File: config.mk
export PLATFORM = sky130hd
export DESIGN_NAME = vga_timing_gen
export DESIGN_NICKNAME = d
export VERILOG_FILES = /design/src/rtl/vga_timing_gen.sv
export SDC_FILE = /design/constraint.sdc
export NUM_CORES = 1
export LEC_CHECK = 0
export CORE_UTILIZATION = 63
export DETAILED_ROUTE_END_ITERATION = 10
export DONT_BUFFER_PORTS = 1
export PLACE_DENSITY = 0.79
export SLEW_MARGIN = 25
export SYNTH_ARGS = -nofsm -noshare
export SYNTH_HDL_FRONTEND = slang
export SYNTH_SLANG_ARGS = --single-unit
export TNS_END_PERCENT = 20
File: constraint.sdc
create_clock -name CLOCK_50 -period 3.1 [get_ports CLOCK_50]
set_input_delay 0.31 -clock CLOCK_50 [delete_from_list [all_inputs] [get_ports CLOCK_50]]
set_output_delay 0.31 -clock CLOCK_50 [all_outputs]
set_load 0.02 [all_outputs]
File: src/rtl/vga_timing_gen.sv
// VGA raster timing generator.
// A pixel-rate divider steps a horizontal/vertical position counter; every
// output is decoded combinationally from those registers, so sync, blank and
// the active-area coordinates all describe the same pixel in the same cycle.
module vga_timing_gen #(
    parameter int   H_ACTIVE = 640,
    parameter int   H_FP     = 16,
    parameter int   H_SYNC   = 96,
    parameter int   H_BP     = 48,
    parameter int   V_ACTIVE = 480,
    parameter int   V_FP     = 10,
    parameter int   V_SYNC   = 2,
    parameter int   V_BP     = 33,
    parameter int   CLK_DIV  = 2,
    parameter logic SYNC_POL = 1'b0,
    parameter int   COL_W    = 10,
    parameter int   ROW_W    = 9,
    parameter int   FC_W     = 16
) (
    input  logic             CLOCK_50,
    input  logic             reset,
    input  logic             en,
    output logic             pix_en,
    output logic             HS,
    output logic             VS,
    output logic             blank,
    output logic [COL_W-1:0] col,
    output logic [ROW_W-1:0] row,
    output logic             line_start,
    output logic             frame_start,
    output logic [FC_W-1:0]  frame_count
);

    localparam int H_TOT = H_ACTIVE + H_FP + H_SYNC + H_BP;
    localparam int V_TOT = V_ACTIVE + V_FP + V_SYNC + V_BP;
    localparam int HW    = (H_TOT > 1) ? $clog2(H_TOT) : 1;
    localparam int VW    = (V_TOT > 1) ? $clog2(V_TOT) : 1;
    localparam int DW    = (CLK_DIV > 1) ? $clog2(CLK_DIV) : 1;
    // One extra bit so the end of a sync pulse may equal H_TOT/V_TOT.
    localparam int HXW   = HW + 1;
    localparam int VXW   = VW + 1;

    localparam logic [DW-1:0]  DIV_LAST  = DW'(CLK_DIV - 1);
    localparam logic [HW-1:0]  H_LAST    = HW'(H_TOT - 1);
    localparam logic [VW-1:0]  V_LAST    = VW'(V_TOT - 1);
    localparam logic [HXW-1:0] H_ACT_X   = HXW'(H_ACTIVE);
    localparam logic [HXW-1:0] HS_BEG_X  = HXW'(H_ACTIVE + H_FP);
    localparam logic [HXW-1:0] HS_END_X  = HXW'(H_ACTIVE + H_FP + H_SYNC);
    localparam logic [VXW-1:0] V_ACT_X   = VXW'(V_ACTIVE);
    localparam logic [VXW-1:0] VS_BEG_X  = VXW'(V_ACTIVE + V_FP);
    localparam logic [VXW-1:0] VS_END_X  = VXW'(V_ACTIVE + V_FP + V_SYNC);

    logic [DW-1:0]  div_q;
    logic [HW-1:0]  h_q;
    logic [VW-1:0]  v_q;
    logic [HXW-1:0] h_x;
    logic [VXW-1:0] v_x;
    logic           hs_act;
    logic           vs_act;

    // Divider and raster position; reset wins over en, en=0 freezes everything.
    always_ff @(posedge CLOCK_50) begin
        if (!reset) begin
            div_q       <= '0;
            h_q         <= '0;
            v_q         <= '0;
            frame_count <= '0;
        end else if (en) begin
            if (div_q == DIV_LAST) begin
                div_q <= '0;
                if (h_q == H_LAST) begin
                    h_q <= '0;
                    if (v_q == V_LAST) begin
                        v_q         <= '0;
                        frame_count <= frame_count + 1'b1;
                    end else begin
                        v_q <= v_q + 1'b1;
                    end
                end else begin
                    h_q <= h_q + 1'b1;
                end
            end else begin
                div_q <= div_q + 1'b1;
            end
        end
    end

    // Pixel strobe: the position advances on the edge that ends this cycle.
    assign pix_en      = en && (div_q == DIV_LAST);
    assign line_start  = pix_en && (h_q == '0);
    assign frame_start = line_start && (v_q == '0);

    // Zero-extended positions for range compares against the porch boundaries.
    assign h_x = {1'b0, h_q};
    assign v_x = {1'b0, v_q};

    // Sync windows and active-area decode.
    assign hs_act = (h_x >= HS_BEG_X) && (h_x < HS_END_X);
    assign vs_act = (v_x >= VS_BEG_X) && (v_x < VS_END_X);
    assign HS     = hs_act ? SYNC_POL : ~SYNC_POL;
    assign VS     = vs_act ? SYNC_POL : ~SYNC_POL;
    assign blank  = (h_x >= H_ACT_X) || (v_x >= V_ACT_X);

    // Coordinates are forced to zero outside the visible area.
    assign col = blank ? '0 : COL_W'(h_q);
    assign row = blank ? '0 : ROW_W'(v_q);

endmodule

# Yosys cells after proc, flatten, opt, wreduce, memory -nomap -nowiden
# Cells that the tools add are included.
[totals]
reg_bits = 37
inputBits = 3
out_inout_bits = 41
wordCells = 34
[op_classes]
add_sub_neg = 4
magnitude_cmp = 6
n_eq_ne = 2
n_mux = 7
reduce_logical = 11
[ops]
columns = ["operator", "count"]
rows = [
  ["10-bit two-way mux", 3],
  ["10-bit by 1-bit adder with 10-bit output, second input constant", 2],
  ["10-bit == test, second input constant", 2],
  ["10-bit greater-or-equal comparator, second input constant", 2],
  ["10-bit by 9-bit greater-or-equal comparator with 1-bit output, second input constant", 2],
  ["10-bit logical NOT", 2],
  ["16-bit by 1-bit adder with 16-bit output, second input constant", 1],
  ["10-bit < comparator, second input constant", 1],
  ["10-bit by 9-bit < comparator with 1-bit output, second input constant", 1],
  ["9-bit two-way mux", 1],
  ["1-bit logical AND", 5],
  ["4-bit AND reduction", 1],
  ["1-bit two-way mux", 3],
  ["3-bit AND reduction", 1],
  ["2-bit AND reduction", 1],
  ["1-bit adder, second input constant", 1],
  ["1-bit logical OR", 1],
]

# Longest topological paths before layout
[depth]
depth_word = 3
ltp_mapped = 7
ltp_nobuf = 6

# Worst setup path after synthesis
# Ideal clock, no wire load.
[synth_timing]
path_kind = "reg2out"
start = "reg div_q"
end = "out frame_start"
arrival_time_ns = 2.175
t_required_ns = 2.790
slack_ns = 0.615
stages_incl_launch_ff = 6
n_path_buf = 1
cell_sequence = "dfxtp_1 > and2_1 > clkbuf_1 > nand3_1 > nor4b_1 > and3_1"
[synth_via]
elab_chain_cells = 3
[synth_lines]
columns = ["item", "line", "rtl"]
rows = [
  ["start, declared", "53", "logic [DW-1:0] div_q;"],
  ["start signal, assigned", "83", "div_q <= div_q + 1'b1;"],
  ["1-bit logical AND", "89", "assign pix_en = en && (div_q == DIV_LAST);"],
  ["net pix_en", "23", "output logic pix_en,"],
  ["1-bit logical AND", "90", "assign line_start = pix_en && (h_q == '0);"],
  ["net line_start", "29", "output logic line_start,"],
  ["1-bit logical AND", "91", "assign frame_start = line_start && (v_q == '0);"],
  ["end, declared", "30", "output logic frame_start,"],
]
# The timed path passes the listed nets, and every way through them passes these cells.

# Worst setup path in the final report
[layout_timing]
start = "reg div_q"
end = "out frame_start"
[layout_via]
elab_chain_cells = 3
[layout_lines]
columns = ["item", "line"]
rows = [
  ["1-bit logical AND", "89"],
  ["net pix_en", "23"],
  ["1-bit logical AND", "90"],
  ["1-bit logical AND", "91"],
]
# The timed path passes the listed nets, and every way through them passes these cells.

==> summary by stage <==
Timing
Setup repair after global routing left no endpoint under its margin. For the finished layout, the period the worst path requires is 2.445 ns. After routing, the total negative slack on setup checks comes to 0 ns.

The final-report hold violation count is 0. The final worst-path cycle share is 78.88%. At the pin with the least slew margin, the transition time is 0.9001 ns. The count of final max-slew check failures was 0.

The worst-case clock skew is 0.01847 ns. For this run, the top clock speed supported by timing is 409.0 MHz. The headroom to the max-slew limit is 39.44%. The count of endpoints failing setup in the final report is 0. Once routing completed, OpenROAD measured the worst setup slack at 0.6548 ns.

Placement
At the end of routability-driven placement, the weighted congestion stood at 0.8589. The worst setup timing slack at the placement stage is 0.8091 ns. The sum of net half-perimeters after detailed placement is 3172 um. Buffers placed on the I/O ports in this run total 0.

Route
The average vias per placed instance is 6.300. The routed length per instance is 15.10 um. The routed design uses 2137 um of met2 wire. The count of antenna-violating nets left after detailed routing is 0. The final route contains 1934 vias. The final layout contains routed wiring with a total length of 4636 um. The starting DRC count in detailed routing is 149. For this run, the detailed router's first-pass iteration total came to 4. After detailed routing, the wire length on met1 is 2104 um. In the routed design, unresolved DRC markers number 0. Signal routing reaches up to met4.

The routed design uses 325 um of met3 wire.

Hold path
The worst hold path belongs to the class primary input to flip-flop. The sink of the worst hold path is frame_count[5]$_SDFFE_PN0P_. The worst min-delay path startpoint is reset.

Along the worst hold path, the cell count comes to 2.

Clock network
After clock tree synthesis, the repair step resized 0 gates. The cell sitting at the root of the clock tree is a sky130_fd_sc_hd__clkbuf_4. The number of buffers inserted during clock tree synthesis is 5. The clock tree from TritonCTS is built. Clock-pin slew was measured on the worst setup and hold paths at 0.13 ns. The total of hold buffers inserted after clock tree synthesis is 0.

The clock reaches the later pin of the worst-skew pair after 0.36 ns. The H-tree was split into 2 levels. Once the clock tree was built, the setup fixing pass inserted 0 buffers. The worst-case clock buffer depth is 2. The total number of clock tree sinks is 37.

Setup path
The maximum fanout count along the critical path is 6. The number of cells on the worst reg-to-reg path is 6. Data on the critical path is required at its endpoint by 2.79 ns.

In this run the critical register-to-register path is launched from h_q[0]$_SDFFE_PN0P_. The worst setup path is of the flip-flop to output port kind. The reg-to-reg critical path endpoint is v_q[8]$_SDFFE_PN0P_. The setup check on the worst reg-to-reg path leaves a slack of 0.76 ns. For the worst setup path, the data arrival time is 2.14 ns. The number of buffers and inverters on the critical path is 1. In this run the number of cells on the critical path is 5. The cell family contributing the most delay on the critical path is simple AND/OR/NAND/NOR gates. The worst setup path is captured at an output port. The cell type of the slowest stage on the worst timing path is sky130_fd_sc_hd__and2_1. STA classifies the critical path startpoint as a flip-flop. The largest single stage delay on the critical path is 0.41 ns. Traced cell by cell, the critical path runs through and2_1 -> nand3_1 -> nor4b_1 -> buf_4 -> and3_1.

Run status
The flow ran to the end, and the final reports show no timing, DRC or antenna violations.

Pwr
For this design the ratio of total power to cell area is 395.0 nW/um2. The leakage power is 0.7075 nW. The cell-internal power is 0.6792 mW. The share of power burned in registers is 54.9%.

In this run the power spent charging and discharging nets is 0.1980 mW. The maximum vdd ir drop is 0.3986 mV. The relative contribution of combinational cells to total power is 3.3%.

The sum of internal, switching and leakage power is 0.8772 mW. Of the total power, the share spent switching nets is 22.57%. Of the total power, the clock network draws 41.8%.

Finish
The count of inserted antenna diode cells is 0. After filler insertion, the fill cell instance count of the layout stands at 280. In the final layout, the share of cells above drive strength 1 is 7.224%. The synthesis-to-finish area growth is 5.466%. The layout net count is 271.

Global route
The via count of the first global-routing pass came to 1593. The global-route wire length before repair is 7286 um. The aggregate global-route resource usage is 27.61%.

Entering global routing, the biggest net connects 39 pins. Global routing finished with a remaining overflow of 0. The number of antenna violations at the first check in global routing was 0.

Logic synthesis
Counting flops with a built-in enable in the synthesized netlist gives 0. Averaged over all synthesized cells, the footprint is 7.916 um2. The total nets after synthesis is 275. The number of synthesized register bits is 37. The share of async-settable or async-resettable flops after synthesis is 0%. The sequential area share after synthesis is 35.18%. The number of library cell types mapped by synthesis is 38. The total of warnings raised by yosys is 0. The cell count after synthesis is 266.

The main flop type after synthesis is sky130_fd_sc_hd__dfxtp_1. In this run the cell area of the synthesized design comes to 2106 um2.

Floorplanning
The core region is 3103 um2. In this run the vertical extent of the chip is 59.82 um. The row count is 20. The area of the die is 3578 um2. The die width is 59.82 um. The initial utilization of the core area, before any placement, comes to 67.86%. The number of top-level design ports is 44.

Job
The count of max-cap constraint violations is 0.
==> cell usage after synthesis (all sizes together), types with 9 or more instances <==
cell	n	area (um2)
nor3	10	50.05
and2	15	95.09
dfxtp	37	740.7
nor2	21	78.83
o21ai	11	58.81
nor4	9	62.56
or4	9	71.32
clkbuf	12	45.04
nand4	10	62.56
nand2	14	52.55
nand3	19	95.09
a21oi	19	95.09
inv	12	45.04
==> per-layer routing <==
layer	vias up	GRT usage, %
met1	895	34.80
met4	0	11.30
li1	960	-
met3	8	9.740
met5	-	0
met2	71	42.70
==> cell families (layout without fill, tap and decap cells) <==
kind of cell	Yosys count	count (layout)	share of synthesized area, %
AOI/OAI and AO/OA	41	41	11.41
xor gates and xnor gates	11	11	4.576
adders and majority gates	6	6	3.565
buffers and inverters	27	24	4.931
DFF	37	37	35.18
muxes	7	7	3.328
and+or+nand+nor	137	137	37.02
==> how the worst max path moves through the flow <==
stage / endpoint / from / slack, ns
2_1_floorplan: frame_start / div_q$_SDFFE_PN0P_ / 0.62
3_3_place_gp: frame_count[4]$_SDFFE_PN0P_ / h_q[0]$_SDFFE_PN0P_ / 0.87
3_5_place_dp: v_q[8]$_SDFFE_PN0P_ / h_q[0]$_SDFFE_PN0P_ / 0.81
4_1_cts: frame_start / div_q$_SDFFE_PN0P_ / 0.66
5_1_grt: frame_start / div_q$_SDFFE_PN0P_ / 0.52
6_report: frame_start / div_q$_SDFFE_PN0P_ / 0.65
==> cells in the final DEF (no fill, tap or decap), types with 2 or more instances in the layout <==
| cell type | n |
|---|---|
| sky130_fd_sc_hd__nor4_1 | 8 |
| sky130_fd_sc_hd__dfxtp_1 | 37 |
| sky130_fd_sc_hd__ha_1 | 6 |
| sky130_fd_sc_hd__nor2_1 | 21 |
| sky130_fd_sc_hd__and2_1 | 14 |
| sky130_fd_sc_hd__mux2i_1 | 7 |
| sky130_fd_sc_hd__or2_1 | 2 |
| sky130_fd_sc_hd__nand2b_1 | 7 |
| sky130_fd_sc_hd__a21oi_1 | 19 |
| sky130_fd_sc_hd__xor2_1 | 3 |
| sky130_fd_sc_hd__nand2_1 | 14 |
| sky130_fd_sc_hd__and3_1 | 2 |
| sky130_fd_sc_hd__o31ai_1 | 6 |
| sky130_fd_sc_hd__buf_4 | 4 |
| sky130_fd_sc_hd__nand4b_1 | 4 |
| sky130_fd_sc_hd__xnor2_1 | 8 |
| sky130_fd_sc_hd__nand3_1 | 19 |
| sky130_fd_sc_hd__or4_1 | 8 |
| sky130_fd_sc_hd__and4_1 | 2 |
| sky130_fd_sc_hd__nand4_1 | 10 |
| sky130_fd_sc_hd__o41ai_1 | 3 |
| sky130_fd_sc_hd__clkbuf_4 | 5 |
| sky130_fd_sc_hd__nor4b_1 | 2 |
| sky130_fd_sc_hd__or3_1 | 7 |
| sky130_fd_sc_hd__nor3_1 | 10 |
| sky130_fd_sc_hd__o21ai_0 | 10 |
| sky130_fd_sc_hd__inv_1 | 12 |
==> per-stage QoR <==
| step | hold slack (ns) | utilization, % | cells | area (um2) |
|---|---|---|---|---|
| after CTS | 0.06596 | 71.57 | 307 | 2221 |
| after floorplan | 0.4468 | - | 266 | 2106 |
| after global routing | 0.04947 | 71.57 | 307 | 2221 |
| final | 0.06975 | 71.57 | 307 | 2221 |
| after global placement | 0.4605 | 68.71 | 299 | 2132 |
| after detailed placement | 0.4648 | 68.71 | 299 | 2132 |
==> power groups by stage <==
| stage | combinational (mW) | clock (mW) | sequential, mW |
|---|---|---|---|
| after floorplan | 0.0250 | 0 | 0.491 |
| after global placement | 0.0289 | 0 | 0.492 |
| after detailed placement | 0.0291 | 0 | 0.492 |
| after CTS | 0.0292 | 0.372 | 0.481 |
| after global routing | 0.0316 | 0.397 | 0.482 |
| final | 0.0289 | 0.367 | 0.482 |
==> flip-flops by register name (all words and copies together), names as in the netlist <==
name         cells
frame_count     16
h_q             10
v_q             10
div_q            1
==> area by class of cell <==
cell class | instances | area, um2 | area share [%]
clock buffer | 6 | 51.30 | 2.310
clock inverter | 2 | 37.54 | 1.690
inverter | 12 | 45.04 | 2.028
multi-input combinational | 202 | 1261 | 56.79
sequential | 37 | 740.7 | 33.35
tap | 44 | 55.05 | 2.479
timing repair buffer | 4 | 30.03 | 1.352
No activity file was read; power rests on OpenSTA's default activity.
